==> config.mk <==
export PLATFORM = sky130hd
export DESIGN_NAME = pipeline_control_unit
export DESIGN_NICKNAME = d
export VERILOG_FILES = /design/src/rtl/pipeline_control_unit_pkg.sv /design/src/rtl/pipeline_control_unit_drain_fsm.sv /design/src/rtl/pipeline_control_unit.sv
export SDC_FILE = /design/constraint.sdc
export NUM_CORES = 1
export LEC_CHECK = 0
export ABC_AREA = 0
export BUFFER_PORTS_ARGS = -buffer_cell sky130_fd_sc_hd__buf_4
export CORE_MARGIN = 2
export CORE_UTILIZATION = 40
export CTS_BUF_LIST = sky130_fd_sc_hd__clkbuf_4 sky130_fd_sc_hd__clkbuf_8
export DETAILED_ROUTE_END_ITERATION = 16
export PLACE_DENSITY = 0.9
export REMOVE_ABC_BUFFERS = 1
export SYNTH_ARGS = -nofsm -noshare
export SYNTH_HDL_FRONTEND = slang
export SYNTH_SLANG_ARGS = --single-unit
==> constraint.sdc <==
create_clock -name clk -period 2.8 [get_ports clk]
set_input_delay 0.56 -clock clk [delete_from_list [all_inputs] [get_ports clk]]
set_output_delay 0.56 -clock clk [all_outputs]
set_load 0.005 [all_outputs]
==> src/rtl/pipeline_control_unit_pkg.sv <==
// Shared types and default sizing for the in-order pipeline controller.
// Optional perf counter in the top is enabled by PIPELINE_CTRL_PERF_EN.
package PipelineControlTypes;

    typedef enum logic [1:0] {
        DRAIN_IDLE,
        DRAIN_ACTIVE,
        DRAIN_DONE
    } DrainPhase;

    localparam int DEFAULT_NUM_STAGES    = 10;
    localparam int DEFAULT_DRAIN_TIMEOUT = 255;
    localparam int DEFAULT_CNT_WIDTH     = 8;

endpackage

==> src/rtl/pipeline_control_unit_drain_fsm.sv <==
// Drain sequencer: empties the pipeline on request, with a sticky timeout.
// Grant and timeout read as 0 while rst is held.
import PipelineControlTypes::*;

module pipeline_drain_fsm #(
    parameter int DRAIN_TIMEOUT = DEFAULT_DRAIN_TIMEOUT,
    parameter int CNT_WIDTH     = DEFAULT_CNT_WIDTH
) (
    input  logic clk,
    input  logic rst,
    input  logic drainReq,
    input  logic pipeEmpty,
    output logic injectStall0,
    output logic injectClear0,
    output logic drainGrant,
    output logic drainTimeout
);

    localparam logic [CNT_WIDTH-1:0] TO_CNT = CNT_WIDTH'(DRAIN_TIMEOUT);

    DrainPhase             state_q, state_d;
    logic [CNT_WIDTH-1:0]  cnt_q, cnt_d;
    logic                  timeout_q, timeout_d;

    always_comb begin
        state_d   = state_q;
        cnt_d     = cnt_q;
        timeout_d = timeout_q;
        unique case (state_q)
            DRAIN_IDLE: begin
                if (drainReq) begin
                    state_d = DRAIN_ACTIVE;
                    cnt_d   = '0;
                end
            end
            DRAIN_ACTIVE: begin
                if (!drainReq) begin
                    state_d   = DRAIN_IDLE;
                    cnt_d     = '0;
                    timeout_d = 1'b0;
                end else begin
                    if (cnt_q != TO_CNT) begin
                        cnt_d = cnt_q + 1'b1;
                    end
                    if (pipeEmpty) begin
                        state_d = DRAIN_DONE;
                    end else if (cnt_q == TO_CNT) begin
                        timeout_d = 1'b1;
                    end
                end
            end
            DRAIN_DONE: begin
                if (!drainReq) begin
                    state_d = DRAIN_IDLE;
                end
            end
            default: state_d = DRAIN_IDLE;
        endcase
    end

    always_ff @(posedge clk) begin
        if (rst) begin
            state_q   <= DRAIN_IDLE;
            cnt_q     <= '0;
            timeout_q <= 1'b0;
        end else begin
            state_q   <= state_d;
            cnt_q     <= cnt_d;
            timeout_q <= timeout_d;
        end
    end

    assign injectStall0 = (state_q != DRAIN_IDLE);
    assign injectClear0 = (state_q != DRAIN_IDLE);
    assign drainGrant   = (state_q == DRAIN_DONE) && !rst;
    assign drainTimeout = timeout_q && !rst;

endmodule

==> src/rtl/pipeline_control_unit.sv <==
// Per-stage stall/clear resolution for NUM_STAGES in-order stages plus drain.
// Define PIPELINE_CTRL_PERF_EN to add the stallCycleCount port.
import PipelineControlTypes::*;

module pipeline_control_unit #(
    parameter int NUM_STAGES    = DEFAULT_NUM_STAGES,
    parameter int DRAIN_TIMEOUT = DEFAULT_DRAIN_TIMEOUT,
    parameter int CNT_WIDTH     = DEFAULT_CNT_WIDTH
) (
    input  logic                  clk,
    input  logic                  rst,
    input  logic [NUM_STAGES-1:0] stallUpperReq,
    input  logic [NUM_STAGES-1:0] flushUpperReq,
    input  logic [NUM_STAGES-1:0] bubbleLowerReq,
    input  logic [NUM_STAGES-1:0] stageEmpty,
    input  logic                  backendEmpty,
    input  logic                  drainReq,
    output logic [NUM_STAGES-1:0] stall,
    output logic [NUM_STAGES-1:0] clear,
    output logic                  wholePipelineEmpty,
    output logic                  drainGrant,
    output logic                  drainTimeout
`ifdef PIPELINE_CTRL_PERF_EN
    ,
    output logic [31:0]           stallCycleCount
`endif
);

    logic injectStall0;
    logic injectClear0;
    logic stall_acc;
    logic flush_acc;

    assign wholePipelineEmpty = (&stageEmpty) & backendEmpty;

    pipeline_drain_fsm #(
        .DRAIN_TIMEOUT (DRAIN_TIMEOUT),
        .CNT_WIDTH     (CNT_WIDTH)
    ) u_drain (
        .clk          (clk),
        .rst          (rst),
        .drainReq     (drainReq),
        .pipeEmpty    (wholePipelineEmpty),
        .injectStall0 (injectStall0),
        .injectClear0 (injectClear0),
        .drainGrant   (drainGrant),
        .drainTimeout (drainTimeout)
    );

    // Walk downstream-to-upstream so stall and flush accumulate as prefix ORs.
    always_comb begin
        stall     = '0;
        clear     = '0;
        stall_acc = 1'b0;
        flush_acc = 1'b0;
        for (int j = NUM_STAGES - 1; j >= 0; j--) begin
            stall_acc = stall_acc | stallUpperReq[j];
            stall[j]  = stall_acc & ~flush_acc;
            clear[j]  = stallUpperReq[j] | bubbleLowerReq[j] | flush_acc;
            if (j == 0) begin
                stall[j] = (stall_acc | injectStall0) & ~flush_acc;
                clear[j] = clear[j] | injectClear0;
            end
            flush_acc = flush_acc | flushUpperReq[j];
        end
        if (rst) begin
            stall = '0;
            clear = '1;
        end
    end

`ifdef PIPELINE_CTRL_PERF_EN
    logic [31:0] stall_cnt_q, stall_cnt_d;

    always_comb begin
        stall_cnt_d = stall_cnt_q;
        if (stall[0] && !injectStall0) begin
            stall_cnt_d = stall_cnt_q + 32'd1;
        end
    end

    always_ff @(posedge clk) begin
        if (rst) begin
            stall_cnt_q <= '0;
        end else begin
            stall_cnt_q <= stall_cnt_d;
        end
    end

    assign stallCycleCount = stall_cnt_q;
`endif

endmodule

# Word level (Yosys, flattened, before mapping)
# Index checks and enable logic that the tools add are counted.
totals:
  output_inout_bits: 23
  word_cells: 95
  inputBits: 44
  regBits: 11
op_classes:
  eq_ne: 10
  addsub: 1
  bitwise: 57
  muxes: 14
  n_reduce_logical: 10
op_table:
  columns: ["cell", "n"]
  rows:
  - ["OR 1 bit", 38]
  - ["two-way mux 8 bit", 3]
  - ["two-way mux 10 bit", 2]
  - ["one-hot mux 8 bit (2 select lines)", 1]
  - ["AND 1 bit", 10]
  - ["AND reduction 10 bit", 1]
  - ["inverter 1 bit", 9]
  - ["AND reduction 3 bit", 3]
  - ["adder 8 x 1 -> 8 bit, second input constant", 1]
  - ["== test 8 bit, second input constant", 1]
  - ["two-way mux 2 bit", 4]
  - ["inequality test 8 bit, second input constant", 1]
  - ["inequality test 2 bit, second input constant", 3]
  - ["one-hot mux 2 bit (3 select lines)", 1]
  - ["nonzero test 2 bit", 2]
  - ["two-way mux 1 bit", 3]
  - ["inequality test 3 x 2 -> 1 bit, second input constant", 1]
  - ["inequality test 3 bit, second input constant", 1]
  - ["== test 2 x 1 -> 1 bit, second input constant", 1]
  - ["== test 2 bit, second input constant", 1]
  - ["logical AND 1 bit", 2]
  - ["logical NOT 2 bit", 1]
  - ["inequality test 2 x 1 -> 1 bit, second input constant", 1]
  - ["logical NOT 1 bit", 1]

# Depth between registers and ports, before layout
logic_depth:
  word_depth: 12
  ltp_mapped: 5
  depth_no_buf: 5

# By module
# Synthesis repeated with hierarchy kept, for this count alone.
hier_totals:
  cells_unflattened: 115
  hier_area_um2: 862.1
modules_own_cells:
  columns: ["mod", "seq_area_each_um2", "instances", "cells_per_inst", "area_each_um2"]
  rows:
  - ["pipeline_drain_fsm", 220.2, 1, 74, 608.1]
  - ["pipeline_control_unit", 0.0, 1, 41, 254.0]

# Worst setup path before layout
# Ideal clock, no wire load.
synth_timing:
  kind: "input port to output port"
  startpoint: "input port rst"
  endpoint: "output port clear[2]"
  setup_slack_ns: 0.207
  path_buffers: 1
  required_time_ns: 2.240
  path_stages: 4
  t_arrival_ns: 2.033
  cell_sequence: "buf_6 > or4_4 > or4b_4 > or3_1"
synth_via:
  elab_chain_len: 1
synth_lines:
  columns: ["item", "line", "text"]
  rows:
  - ["start, declared", "pipeline_control_unit.sv:11", "input logic rst,"]
  - ["two-way mux 10 bit", "pipeline_control_unit.sv:66", "if (rst) begin"]
  - ["end, declared", "pipeline_control_unit.sv:19", "output logic [NUM_STAGES-1:0] clear,"]
# Every way passes these cells.

# Final worst setup path
layout_timing:
  startpoint: "input port stallUpperReq[8]"
  endpoint: "output port stall[1]"
layout_via:
  elab_chain_len: 10
layout_lines:
  columns: ["item", "line", "text"]
  rows:
  - ["start, declared", "pipeline_control_unit.sv:12", "input logic [NUM_STAGES-1:0] stallUpperReq,"]
  - ["OR 1 bit (8 in series)", "pipeline_control_unit.sv:57", "stall_acc = stall_acc | stallUpperReq[j];"]
  - ["AND 1 bit", "pipeline_control_unit.sv:58", "stall[j] = stall_acc & ~flush_acc;"]
  - ["two-way mux 10 bit", "pipeline_control_unit.sv:66", null]
  - ["end, declared", "pipeline_control_unit.sv:18", "output logic [NUM_STAGES-1:0] stall,"]
# Every way passes these cells.

==> flow_metrics.tcl <==
set metrics [dict create \
    result_of_the_run "finished, final reports clean" \
    powerDensity_nw_per_um2 258 \
    via_count_of_the_first_global_routing_pass 1085 \
    setup_viol_count_final 0 \
    worst_slew_pin_slew_ns 0.390 \
    dp_hpwl_um 2370 \
    grt-ovfl-total 0 \
    worst_setup_sp "stallUpperReq[8]" \
    tritoncts "yes" \
    remaining_drc_errors 0 \
    timing.hold.worst.class "reg2reg" \
    synth_cells 111 \
    cts_sinks 11 \
    clock_tree.htree_level_count 1 \
    hold_buffers 0 \
    placement.setup.worst_slack_ns -0.0138 \
    timing.hold.worst.start "u_drain.timeout_q$_SDFFE_PP0P_" \
    postRouteAntennaNets 0 \
    worst_ep_required_time_ns 2.24 \
    number_of_synthesized_flops_with_an_enable_pin 0 \
    area.growth.synth_to_final_pct 69.5 \
    postLayoutCoreUtil 0.722 \
    setup_repair_after_global_routing_missed_its_margin "true" \
    final.fill_count 163 \
    cts_root_buf "clkbuf_4" \
    drv_slew 0 \
    grt.total_usage 0.238 \
    fmax_ghz 0.361 \
    numPlacedInstances 203 \
    grt_first_pass_wirelength_um 4580 \
    finClkSkew_ns 0.00628 \
    synthFlopType "dfxtp_1" \
    rows 16 \
    clock_tree.buffer_depth 2 \
    first_pass_iters 4 \
    avgSynthCellArea_um2 7.61 \
    initial_antenna_violation_count 0 \
    wire_length_per_cell_um 14.2 \
    nets 226 \
    portBuffers 65 \
    final.period_utilization 0.989 \
    antenna_cells_inserted 0 \
    die_w_um 50.0 \
    dr_total_vias 1151 \
    timing.setup.critical_path_class "in2out" \
    path_max_fanout 3 \
    critPathLaunchType "primary input" \
    gp_congestion 0.835 \
    synth-seq-area-share 0.261 \
    final_hold_viol_count 0 \
    yosysUniqueCellTypes 39 \
    insertion_delay_ns 0.27 \
    io_pins 67 \
    vdd_drop_max_v 0.000251 \
    maxCapViolCount 0 \
    synth_seq_cells 11 \
    die-height_um 50.0 \
    floorplan.initialDensity 0.426 \
    layout_setup_ws_ns 0.0307 \
    finalNonFillerCells 207 \
    ys_warn_count 0 \
    timing.final.crit_period_ns 2.77 \
    grt_max_degree 19 \
    layout-drive-gt1-share 0.450 \
    routed_via_density 5.56 \
    syn_area_um2 845 \
    critPathArrivalTime_ns 2.21 \
    slew_headroom 0.738 \
    p_leak_nw 0.591 \
    drt_wl_total_um 2930 \
    cts-buffers-inserted 3 \
    design.core.area_um2 1980 \
    worstSetupEndpointType "primary output" \
    design.die.area_um2 2500 \
    worst_setup_hold_path_clk_slew_ns 0.07 \
    synth_async_sr_flop_share 0 \
    initialDrtViolationCount 24 \
    regToRegStartpoint "u_drain.cnt_q[0]$_SDFFE_PP0P_" \
]
## critical path, cell delays in order
cell	delay, ns
buf_6	0.09
or4_4	0.53
or3_4	0.35
or3_4	0.35
o21a_1	0.19
buf_4	0.14
## cells by family after synthesis
kind of cell    Yosys count  share of synthesized area
fa+ha+maj                 1                     0.0148
buf+inv                   7                     0.0400
flops                    11                      0.261
compound gates           27                      0.230
simple gates             64                      0.443
mux                       1                     0.0119
## Yosys cell counts, types with 4 or more instances
library cell	instances	share of area
nor2_1	12	0.053
nor3_1	6	0.036
or3_1	8	0.059
nor2b_1	5	0.037
dfxtp_1	11	0.26
nand3_1	5	0.030
or4_1	5	0.044
a21oi_1	4	0.024
nand2_1	6	0.027
## layout by cell type (no fill, tap or decap), types with 4 or more instances in the layout
cell      synthesis  final
nor2_1           12     11
nand3_1           5      5
buf_4             0     66
dfxtp_1          11     11
clkbuf_4          0      4
or4_1             5      4
a21oi_1           4      4
nand2_1           6      6
nor2b_1           5      5
or3_1             8      6
nor3_1            6      6
## final timing paths
kind | endpoint | slack [ns] | depth (start not counted)
worst max register to register | u_drain.timeout_q$_SDFFE_PP0P_ | 1.23 | 5
worst min register to register | u_drain.timeout_q$_SDFFE_PP0P_ | 0.49 | 2
worst max-delay path | stall[1] | 0.03 | 6
worst min-delay path | u_drain.timeout_q$_SDFFE_PP0P_ | 0.49 | 2
## area by class of cell
| class | count | area (um^2) | share of cell area |
|---|---|---|---|
| repair buffers | 69 | 529 | 0.370 |
| inverters | 3 | 11.3 | 0.00787 |
| multi-input cells | 93 | 607 | 0.424 |
| well taps | 27 | 33.8 | 0.0236 |
| clock buffers | 4 | 30.0 | 0.0210 |
| flip-flops and latches | 11 | 220 | 0.154 |
## metrics by stage
step	cell area, um^2	hold WS, ns	setup TNS [ns]	power (mW)
floorplan	822	0.444	0	0.182
finish	1430	0.487	0	0.369
detailed placement	1370	0.479	-0.0161	0.251
global route	1430	0.518	-0.00826	0.388
CTS	1410	0.492	0	0.369
global placement	1370	0.471	0	0.247
## report_power, final
group / internal (mW) / leakage [nW] / switching (mW)
registers: 0.158 / 0.0889 / 0.00218
logic: 0.0562 / 0.484 / 0.0340
clock network: 0.0650 / 0.0184 / 0.0540
total: 0.279 / 0.591 / 0.0902
## timing repair
| action | in CTS | in global routing |
|---|---|---|
| gates resized for setup | 2 | 5 |
| endpoints found under the setup margin | 2 | 4 |
| setup buffers | 0 | 0 |
| pin swaps | 0 | 1 |
## state kept, by name, summed over array words and instances, names as in the netlist
signal,count
u_drain.cnt_q,8
u_drain.state_q,2
u_drain.timeout_q,1
## metal layers
metal,vias to the layer above,share of wire,global-route usage
met5,-,0,0
met4,0,0.025,0.102
met3,10,0.057,0.0606
met2,47,0.55,0.469
met1,525,0.37,0.228
li1,569,-,-
No activity file was read; power rests on OpenSTA's default activity.
